$ cat src/rtl/mult_seq_param.sv
// mult_seq_param: sequential radix-2 shift-add multiplier.
//
// Captures A, B and signed_mode on an accepted start. Runs exactly WIDTH
// add/shift iterations on the operand magnitudes, then applies the result sign
// and presents a registered full-width product together with a one-cycle done
// pulse.
//
// Timing: with start accepted at edge k, product and done update at edge
// k+WIDTH+1, and done is sampled high at edge k+WIDTH+2.
//
// Ports:
//   clk          rising-edge clock for all state
//   rst          synchronous active-high reset
//   start        request a new multiply (sampled only in IDLE)
//   signed_mode  0 = unsigned, 1 = two's-complement operands (sampled with start)
//   A, B         WIDTH-bit multiplicand / multiplier (sampled with start)
//   product      2*WIDTH-bit registered result
//   done         one-cycle pulse marking product valid
//   busy         high whenever the FSM is not idle
//
// state  | meaning
// S_IDLE | waiting for start; product holds the last result
// S_RUN  | WIDTH shift-add iterations, then sign fix-up and result load
// S_DONE | done pulse cycle, returns to idle
module mult_seq_param #(
  parameter int WIDTH = 8
) (
  input  logic                 clk,
  input  logic                 rst,
  input  logic                 start,
  input  logic                 signed_mode,
  input  logic [WIDTH-1:0]     A,
  input  logic [WIDTH-1:0]     B,
  output logic [2*WIDTH-1:0]   product,
  output logic                 done,
  output logic                 busy
);

  localparam int CW = $clog2(WIDTH + 1);

  localparam logic [1:0] S_IDLE = 2'd0;
  localparam logic [1:0] S_RUN  = 2'd1;
  localparam logic [1:0] S_DONE = 2'd2;

  localparam logic [WIDTH-1:0]   ONE_W  = {{(WIDTH-1){1'b0}}, 1'b1};
  localparam logic [2*WIDTH-1:0] ONE_2W = {{(2*WIDTH-1){1'b0}}, 1'b1};
  localparam logic [CW-1:0]      ONE_C  = {{(CW-1){1'b0}}, 1'b1};
  localparam logic [CW-1:0]      CNT_LOAD = CW'(WIDTH);

  logic [1:0]         state_q,   state_d;
  logic [2*WIDTH-1:0] mcand_q,   mcand_d;
  logic [WIDTH-1:0]   mplier_q,  mplier_d;
  logic [2*WIDTH-1:0] acc_q,     acc_d;
  logic [CW-1:0]      cnt_q,     cnt_d;
  logic               neg_q,     neg_d;
  logic [2*WIDTH-1:0] product_q, product_d;
  logic               done_q,    done_d;

  logic [WIDTH-1:0]   a_mag;
  logic [WIDTH-1:0]   b_mag;

  // Magnitude as unsigned WIDTH bits: the most-negative value maps onto
  // 2^(WIDTH-1), which still fits, so the unsigned core stays exact.
  always_comb begin
    a_mag = A;
    b_mag = B;
    if (signed_mode && A[WIDTH-1]) a_mag = ~A + ONE_W;
    if (signed_mode && B[WIDTH-1]) b_mag = ~B + ONE_W;
  end

  always_comb begin
    state_d   = state_q;
    mcand_d   = mcand_q;
    mplier_d  = mplier_q;
    acc_d     = acc_q;
    cnt_d     = cnt_q;
    neg_d     = neg_q;
    product_d = product_q;
    done_d    = 1'b0;

    case (state_q)
      S_IDLE: begin
        if (start) begin
          mcand_d  = {{WIDTH{1'b0}}, a_mag};
          mplier_d = b_mag;
          acc_d    = '0;
          cnt_d    = CNT_LOAD;
          neg_d    = signed_mode & (A[WIDTH-1] ^ B[WIDTH-1]);
          state_d  = S_RUN;
        end
      end

      S_RUN: begin
        if (cnt_q != '0) begin
          if (mplier_q[0]) acc_d = acc_q + mcand_q;
          mplier_d = mplier_q >> 1;
          mcand_d  = mcand_q << 1;
          cnt_d    = cnt_q - ONE_C;
        end else begin
          // Counter exhausted: apply the sign and publish the result.
          product_d = neg_q ? (~acc_q + ONE_2W) : acc_q;
          done_d    = 1'b1;
          state_d   = S_DONE;
        end
      end

      S_DONE: begin
        state_d = S_IDLE;
      end

      default: begin
        state_d = S_IDLE;
      end
    endcase
  end

  always_ff @(posedge clk) begin
    if (rst) begin
      state_q   <= S_IDLE;
      mcand_q   <= '0;
      mplier_q  <= '0;
      acc_q     <= '0;
      cnt_q     <= '0;
      neg_q     <= 1'b0;
      product_q <= '0;
      done_q    <= 1'b0;
    end else begin
      state_q   <= state_d;
      mcand_q   <= mcand_d;
      mplier_q  <= mplier_d;
      acc_q     <= acc_d;
      cnt_q     <= cnt_d;
      neg_q     <= neg_d;
      product_q <= product_d;
      done_q    <= done_d;
    end
  end

  assign product = product_q;
  assign done    = done_q;
  assign busy    = (state_q != S_IDLE);

endmodule

$ cat config.mk
export PLATFORM = sky130hd
export DESIGN_NAME = mult_seq_param
export DESIGN_NICKNAME = d
export VERILOG_FILES = /design/src/rtl/mult_seq_param.sv
export SDC_FILE = /design/constraint.sdc
export NUM_CORES = 1
export LEC_CHECK = 0
export BUFFER_PORTS_ARGS = -buffer_cell sky130_fd_sc_hd__buf_2
export CAP_MARGIN = 20
export CORE_ASPECT_RATIO = 1.5
export CORE_MARGIN = 2
export CORE_UTILIZATION = 26
export DETAILED_ROUTE_END_ITERATION = 8
export GPL_TIMING_DRIVEN = 0
export PLACE_DENSITY = 0.49
export RECOVER_POWER = 25
export SLEW_MARGIN = 15
export SYNTH_ARGS = -nofsm -noshare
export SYNTH_HDL_FRONTEND = slang
export SYNTH_SLANG_ARGS = --single-unit
$ cat constraint.sdc
create_clock -name clk -period 2.3 [get_ports clk]
set_input_delay 0.69 -clock clk [delete_from_list [all_inputs] [get_ports clk]]
set_output_delay 0.69 -clock clk [all_outputs]
set_load 0.01 [all_outputs]
==> run_results.csv <==
group,metric,value,unit
placement,pre_cts_ws,-0.311,ns
global_route,grt_pass1_wl,16.8,mm
yosys,yosys.cell_count.top_type,"dfxtp_1",
global_route,grt_use_total,14.1,%
timing,fin_crit_sh,95.4,%
worst_setup_path,end_kind,"flip-flop",
worst_setup_path,cp-startpoint,"mcand_q[6]",
yosys,syn_area,3750,um2
floorplan,core_area,14100,um2
cts,clkTransAtPathRegs,0.05,ns
placement,gp_congestion,0.892,
worst_setup_path,r2r_end,"acc_q[15]",
worst_hold_path,hp-class,"flip-flop to flip-flop",
yosys,synth_top_family_by_area,"compound AO/OA/AOI/OAI gates",
yosys,synth_common_cells,"64 x dfxtp_1, 63 x a21oi_1, 57 x nand2_1",
placement,port_buffers,36,
cts,clk_latency,0.33,ns
yosys,synth_enable_flop_cells,0,
yosys,synth_simple_gate_area_share,22.5,%
worst_hold_path,whs_path_depth,2,
final_layout,drive_gt1_share,14.3,%
drt,avgRoutedWirePerCell,14.4,um
run_status,status,"complete, no violations",
power,power.leakage,1.73,nW
global_route,grt_max_degree,13,
worst_setup_path,critPathRequiredTime,2.49,ns
yosys,synth_nets,525,
timing,final.setup_skew,0.00451,ns
yosys,yosysTopAreaCellShare,34.1,%
floorplan,dieWidth,102,um
cts,cts-root-buf,"clkbuf_16",
yosys,synth_adder_area_share,7.20,%
yosys,avgSynthCellArea,7.76,um2
worst_setup_path,cp-endpoint,"acc_q[15]",
worst_setup_path,start_kind,"flip-flop",
global_route,grt_pass1_vias,3437,
drt,wl,10.5,mm
power,powerDensity,715,nW/um2
final_layout,synthToLayoutAreaGrowth,22.3,%
cts,hold_buffers,0,
timing,slew_violations,0,
worst_setup_path,rr_worst_depth,9,
worst_setup_path,path_class,"flip-flop to flip-flop",
cts,cts_made_buffers,9,
yosys,ys_seq_area_share,34.1,%
drt,num_vias,3485,
drt,drc,0,
yosys,synthArstFlopShare,0,%
global_route,grt.overflow.total,0,
yosys,netlist_top_cells_area,"dfxtp_1 34%, a21oi_1 8.4%, ha_1 6.7%",
drt,viasPerCell,4.78,
yosys,ys_warn_count,0,
floorplan,start_util,26.7,%
yosys,synth_compound_area_share,23.2,%
final_layout,antenna_cells,0,
yosys,synth_xor_area_share,7.00,%
worst_setup_path,rrSetupSlack,0.11,ns
timing,slew_headroom,57.4,%
floorplan,num_rows,53,
global_route,antenna_found_initial,0,
worst_setup_path,path_max_fanout,8,
drt,ant_nets,0,
timing,finalCriticalPeriod,2.19,ns
floorplan,die_y,151,um
floorplan,die_area,15400,um2
yosys,yosys.area.top_type,"dfxtp_1",
yosys,ys_types,50,
final_layout,final_nets,573,
yosys,syn_inst,484,
run,maxCapViolations,0,
floorplan,num_io_pins,38,
cts,htree_num_levels,3,
worst_setup_path,crit_arrival,2.39,ns
timing,hold_viol,0,
power,ir_worst_vdd,0.307,mV
placement,dp_hpwl,8.12,mm
cts,cts_sinks,64,
worst_setup_path,timing.rr.start,"mcand_q[6]",
timing,max_freq,456,MHz
yosys,synth_flop_cell,"dfxtp_1",
timing,worst_pin_slew,0.639,ns
drt,firstDrtPassIters,4,
drt,drt_iter0_drc,124,
final_layout,final_core_util,32.7,%
yosys,ys_ff_latch,64,
cts,cts_tree,"yes",
timing,layout_setup_ws,0.106,ns
yosys,synthMuxAreaShare,0.533,%
timing,fin_tns_setup,0,ns
timing,final-setup-viol-count,0,
cts,cts_buffer_depth,2,
-- how the worst min path moves through the flow --
stage / endpoint / start / slack (ns)
after floorplan: mplier_q[1] / mplier_q[1] / 0.44
final: product[9] / product[9] / 0.45
after CTS: product[14] / product[14] / 0.45
after global placement: mplier_q[1] / mplier_q[1] / 0.44
after global routing: product[0] / product[0] / 0.46
after detailed placement: product[9] / product[9] / 0.44
-- layout make-up --
type	count	area [um2]
Clock buffer	9	225
Inverter	21	78.8
Multi-Input combinational cell	376	2340
Clock inverter	7	120
Buffer	22	114
Sequential cell	64	1300
Tap cell	192	240
Fill cell	1542	9470
Timing Repair Buffer	38	174
-- state kept, by name, indices dropped and copies added (netlist names) --
register and cells:
mplier_q 8, mcand_q 16, product 16, cnt_q 4, acc_q 16, neg_q 1
state_q 2, done 1
-- power breakdown --
part	total (mW)	switching [mW]	leakage, nW	internal [mW]
logic	0.501	0.321	1.04	0.179
clock network	1.57	0.508	0.166	1.06
registers	1.22	0.0506	0.524	1.17
-- layer usage --
| metal | vias to the layer above | GRT usage, % | wire [um] |
|---|---|---|---|
| met1 | 1584 | 15.0 | 4240 |
| met4 | 0 | 6.40 | 309 |
| met2 | 82 | 25.8 | 5410 |
| met3 | 18 | 3.46 | 500 |
| met5 | - | 0 | 0 |
| li1 | 1801 | - | - |
-- worst max-delay path, cell delays in order (launching register included) --
cell	delay (ns)
dfxtp_1	0.38
ha_2	0.35
a21oi_2	0.20
o211ai_1	0.11
buf_4	0.17
a211oi_1	0.21
nor2_1	0.09
xnor2_1	0.23
mux2i_1	0.24
a21oi_1	0.08
-- metrics by stage --
stage          cells  power (mW)  hold slack (ns)  instance area [um2]
4_1_cts          729        3.32            0.450                 4560
6_report         729        3.28            0.451                 4590
2_1_floorplan    484        1.57            0.437                 3750
3_5_place_dp     712        1.74            0.442                 4180
5_1_grt          729        3.44            0.464                 4590
3_3_place_gp     712        1.73            0.444                 4180
-- kinds of logic (layout without fill, tap and decap cells) --
logic type      after synthesis  in the layout
mux                           2              2
buf+inv                      44             97
fa+ha+maj                    21             21
flops                        64             64
simple gates                181            181
compound gates              142            142
xor+xnor                     30             30
-- cells in the final DEF, fill, tap and decap left out, types with 3 or more instances in the layout --
cell type  synthesis  layout
nor2_1            53      53
or3_1              7       7
o21ai_1           15      14
and2_1             4       4
a21oi_1           63      61
nand2_1           57      57
ha_1              20      17
dfxtp_4            0       4
o21ai_2            1       3
clkbuf_1          10      28
inv_1             21      21
xnor2_1           21      21
nor3_1            12      12
bufinv_16          0       3
buf_2              6      23
xor2_1             9       9
and3_1             7       7
nand2b_1           3       3
o21ai_0           15      14
buf_4              2       5
dfxtp_1           64      58
a211oi_1          18      15
nor2b_1            5       4
nand3_1           21      21
a211oi_2           0       3
clkbuf_16          0       9
a31oi_1            4       4
o31ai_1            4       3
o211ai_1           8       8
-- repair_timing --
action | CTS | global route
resized for setup | 10 | 18
pin swaps | 4 | 8
endpoints found under the setup margin | 6 | 13
setup buffers | 1 | 1
endpoints found under the hold margin | 0 | 0
No activity file was read; power rests on OpenSTA's default activity.
